## config.mk

```make
export PLATFORM = sky130hd
export DESIGN_NAME = rr_encoder_4to2
export DESIGN_NICKNAME = d
export VERILOG_FILES = /design/src/rtl/rr_encoder_4to2.sv
export SDC_FILE = /design/constraint.sdc
export NUM_CORES = 1
export LEC_CHECK = 0
export BUFFER_PORTS_ARGS = -buffer_cell sky130_fd_sc_hd__buf_2
export CORE_AREA = 2 2 39 41
export CTS_BUF_LIST = sky130_fd_sc_hd__clkbuf_8
export DETAILED_ROUTE_END_ITERATION = 16
export DIE_AREA = 0 0 41 43
export PLACE_DENSITY = 0.56
export SLEW_MARGIN = 30
export SYNTH_ARGS = -nofsm -noshare
export SYNTH_HDL_FRONTEND = slang
export SYNTH_SLANG_ARGS = --single-unit
```

## constraint.sdc

```tcl
create_clock -name clk -period 2.9 [get_ports clk]
set_input_delay 0.29 -clock clk [delete_from_list [all_inputs] [get_ports clk]]
set_output_delay 0.29 -clock clk [all_outputs]
set_load 0.05 [all_outputs]
```

## src/rtl/rr_encoder_4to2.sv

```systemverilog
// Round-robin arbiter/encoder for four requesters: registers the winning 2-bit
// index with a valid flag, holds it until acked, then rotates priority.
module rr_encoder_4to2 #(
    parameter bit LOCK_GRANT = 1'b1
) (
    input  logic       clk,
    input  logic       rst_n,
    input  logic [3:0] req,
    input  logic       ack,
    output logic [1:0] grant_idx,
    output logic       grant_valid,
    output logic       busy
);

    typedef enum logic {
        IDLE  = 1'b0,
        GRANT = 1'b1
    } state_t;

    state_t     state_q;
    logic [1:0] ptr_q;
    logic [1:0] idx_q;
    logic       vld_q;

    logic [1:0] ptr_d;
    logic [2:0] sel_cur;
    logic [2:0] sel_ack;

    // Returns {found, index}: first set bit of r scanning p, p+1, p+2, p+3 mod 4.
    function automatic logic [2:0] pick(input logic [3:0] r, input logic [1:0] p);
        logic [2:0] res;
        logic [1:0] k;
        res = 3'b000;
        for (int i = 3; i >= 0; i--) begin
            k = p + 2'(i);
            if (r[k]) begin
                res = {1'b1, k};
            end
        end
        return res;
    endfunction

    // On ack the pointer moves past the served requester before re-arbitrating.
    assign ptr_d   = idx_q + 2'd1;
    assign sel_cur = pick(req, ptr_q);
    assign sel_ack = pick(req, ptr_d);

    always_ff @(posedge clk or negedge rst_n) begin
        if (!rst_n) begin
            state_q <= IDLE;
            ptr_q   <= 2'd0;
            idx_q   <= 2'd0;
            vld_q   <= 1'b0;
        end else begin
            case (state_q)
                IDLE: begin
                    if (sel_cur[2]) begin
                        idx_q   <= sel_cur[1:0];
                        vld_q   <= 1'b1;
                        state_q <= GRANT;
                    end
                end
                GRANT: begin
                    if (ack) begin
                        ptr_q <= ptr_d;
                        if (sel_ack[2]) begin
                            idx_q <= sel_ack[1:0];
                        end else begin
                            vld_q   <= 1'b0;
                            state_q <= IDLE;
                        end
                    end else if (!LOCK_GRANT && !req[idx_q]) begin
                        vld_q   <= 1'b0;
                        state_q <= IDLE;
                    end
                end
                default: begin
                    vld_q   <= 1'b0;
                    state_q <= IDLE;
                end
            endcase
        end
    end

    assign grant_idx   = idx_q;
    assign grant_valid = vld_q;
    assign busy        = vld_q;

endmodule

```

### Word level (Yosys, flattened, before mapping)

Cells that the tools add are included.

* register bits after elaboration: 6
* bits of input ports: 7
* output and inout bits: 4
* word-level logic and storage cells: 63

* $add $sub $neg: 7
* magnitude comparators: 8
* eq/ne operators: 4
* muxes and demuxes: 36
* bitwise logic cells: 1
* reduce and logical (&&, ||, !) cells: 3

Operators with widths (number)
* $lt 2x3->1 const B: 8
* $mux 3: 8
* $bmux 1 s2: 8
* $mux 1: 14
* $add 2x2->2 const B: 4
* $add 2x1->2 const B: 3
* $mux 2: 3
* $ne 2x2->1 const B: 3
* $reduce_and 3->1: 2
* $pmux 1 s2: 2
* $pmux 2 s2: 1
* $ne 2x1->1 const B: 1
* $reduce_and 2->1: 1
* $not 1->1: 1

### Depth between registers and ports, before layout

* depth after elaboration: 11
* gate-level depth with buffers: 5
* mapped depth without buffers: 4

### Least setup slack after synthesis

Ideal clock, no wire load.

* path kind: reg2reg
* start: reg idx_q[0], in the netlist grant_idx[0]
* end: reg idx_q[0], in the netlist grant_idx[0]
* setup time: 133 ps
* data arrival time: 1458 ps
* required time: 2767 ps
* slack: 1309 ps
* cell stages (with the launch flop): 6
* buffers on the path: 1
* path through: dfrtp_1 buf_6 or3b_1 a21oi_2 or3_1 nand4_1

* longest elaborated chain between the ends: 11

Ends and longest elaborated chain
* from (decl): RTL line 22 `logic [1:0] idx_q;`
* from (signal assigned): RTL line 58 `idx_q <= sel_cur[1:0];`
* from (signal assigned): RTL line 67 `idx_q <= sel_ack[1:0];`
* $add 2x1->2 *: RTL line 44 `assign ptr_d = idx_q + 2'd1;`
* $add 2x2->2: RTL line 35 `k = p + 2'(i);`
* $bmux 1 s2: RTL line 36 `if (r[k]) begin`
* $mux 1 (implied by the code): RTL line 36
* $mux 3 (3 in a row): RTL line 36
* $mux 3 *: RTL line 36
* $mux 2: RTL line 66 `if (sel_ack[2]) begin`
* $mux 2: RTL line 64 `if (ack) begin`
* $pmux 2 s2: RTL line 55 `case (state_q)`

Every way passes the cells marked *; elsewhere a longest branch is shown, timed or not. The select of a mux whose other input is x is not followed.
A chain may end at the register's enable or synchronous reset.

### Worst setup path after layout

Same ends and word-level chain as after synthesis.

==> metrics.cfg <==
[run_status]
status=completed

[place]
place_hpwl_microns=717.3
numPortBuffers=10
pre_cts_slack_ps=1529
gp_congestion=0.7833
placed_area_sq_um=495.5
placed_cells=78

[logic_synthesis]
syn_area_sq_um=444.2
synth_fp_nets=61
yosysUniqueCellTypes=23
ys_ff_latch=6
synth-seq-area-share_pct=33.80
syn_area_per_cell_sq_um=8.225
syn_inst=54
yosysWarnings=0

[floorplanning]
dieArea_sq_um=1763
die_h_microns=43
initial_core_util_pct=32.10
die_w_microns=41
io_pins=11
row_count=14
core_sq_um=1384

[clock_network]
clk_pin_slew_worst_paths_ps=40
cts_setup_buffers=0
cts_max_level=1
clock_latency_ps=220
clock-sinks=6
cts_made_buffers=3
root_buffer=clkbuf_8
cts_tree=done
cts_buffer_depth=2

[timing]
fin_tns_setup_ps=0
slew_headroom_pct=71.97
slew_violations=0
hold_slack_ps=350.1
clock.fmax_ghz=0.7290
clock_skew_ps=0.3161
fin_crit_sh_pct=47.30
finalWorstSetupSlack_ps=1528
timing.final.hold_violations=0
period_needed_ps=1372
rsz0062_at_grt=no
final-setup-viol-count=0
tightest_slew_ps=417.0

[detailed_routing]
wl_per_cell_microns=11.84
vias=434
drc_errors=0
antenna_left=0
drt_iter0_drc=10
viasPerCell=5.293
firstDrtPassIters=4
wl_microns=971

[final_layout]
finalNetCount=75
final_area_sq_um=546.8
synthToLayoutAreaGrowth_pct=23.10
fillers=153
instances_no_fill=82
final_util_pct=39.51
drive_gt1_share_pct=22.73
antenna_cells=0

[critical_path]
cp.required_ps=2990
cp-start-kind=register
crit_type=reg -> reg
critPathArrivalTime_ps=1460
endpoint_kind=register
worstPathMaxFanout=12

[power_and_ir_drop]
total_power_uw=473.3
pwr_density_cell_nw_per_um2=865.7
peakVddDrop_v=0.0003461
p_leak_nw=0.2385

[global_routing]
antenna_found_initial=0
grt_pass1_wl_microns=1725
overflow=0
grt_max_degree=13
grt_pass1_vias=398
grtUsageTotal_pct=14.66

[min_path]
hold_path_class=in -> reg

[run]
drv_cap=0

## registers in the layout, indices dropped and copies added (netlist names)
register   count
grant_idx      2
ptr_q          2
busy           1
state_q        1
## routing by layer
layer  vias to the layer above  track usage, %  routed length (microns)
met5                         -               0                        0
met4                         0           6.000                        9
met3                         2           6.283                       40
met2                         7           19.69                      481
met1                       202           20.07                      439
li1                        223               -                        -
## cells in the mapped netlist (all sizes together)
library cell	number	share of area (%)
nor4	1	2.8
nand4	1	1.4
o2111ai	1	2.0
o21ai	6	6.8
o221ai	1	2.0
o311ai	2	3.9
buf	2	4.2
xnor2	1	2.0
a21o	1	1.7
and2b	1	1.7
nand3b	3	5.1
nor2b	3	4.2
nor2	6	5.1
nand2	6	5.1
or3b	1	2.0
nand4bb	1	2.5
inv	3	2.5
o211ai	2	3.4
dfrtp	6	34
a21oi	5	6.5
or3	1	1.4
## cell families (layout without fill, tap and decap cells)
logic type	count (synthesis)	in the layout	synth area share, %
simple gates	24	24	31.27
buf+inv	5	17	6.761
compound gates	18	18	26.20
xor+xnor	1	1	1.972
flops	6	6	33.80
## where the power goes
group / internal, mW / switching, mW
registers: 0.111 / 0.0461
clock network: 0.0892 / 0.0367
logic: 0.0665 / 0.124
total: 0.267 / 0.206
## worst paths after layout
kind                              start            to  cells past startpoint  slack (ps)
max                        grant_idx[0]  grant_idx[0]                      4        1530
min                                 ack       state_q                      2         350
max reg2reg                grant_idx[0]  grant_idx[0]                      4        1530
min reg2reg                    ptr_q[0]      ptr_q[0]                      2         540
max in group asynchronous         rst_n          busy                      2        2340
min in group asynchronous         rst_n      ptr_q[1]                      2         420
## worst max-delay path, stage by stage (launching register included)
cell and delay, ps:
dfrtp_1 490, or3b_1 430, a21oi_2 140, or3_1 120
nand4_1 60
## area by class of cell
type                            count  area, sq um  area share [%]
Timing Repair Buffer               11        60.06           10.98
Tap cell                           16        20.02           3.661
Inverter                            3        11.26           2.059
Clock buffer                        3        41.29           7.551
Sequential cell                     6        150.1           27.46
Multi-Input combinational cell     43        264.0           48.28
## cells in the final DEF (no fill, tap or decap), drive strengths merged
master / instances
a21o: 1
a21oi: 5
and2b: 1
buf: 10
clkbuf: 3
dfrtp: 6
dlygate4sd3: 1
inv: 3
nand2: 6
nand3b: 3
nand4: 1
nand4bb: 1
nor2: 6
nor2b: 3
nor4: 1
o2111ai: 1
o211ai: 2
o21ai: 6
o221ai: 1
o311ai: 2
or3: 1
or3b: 1
xnor2: 1
## repair_timing
| action | CTS | global route |
|---|---|---|
| hold buffers | 1 | 0 |
| endpoints found under the setup margin | 0 | 0 |
| resized for setup | 0 | 0 |
| hold endpoints to repair | 6 | 0 |
Note: power is estimated with default switching activity, not from simulation.
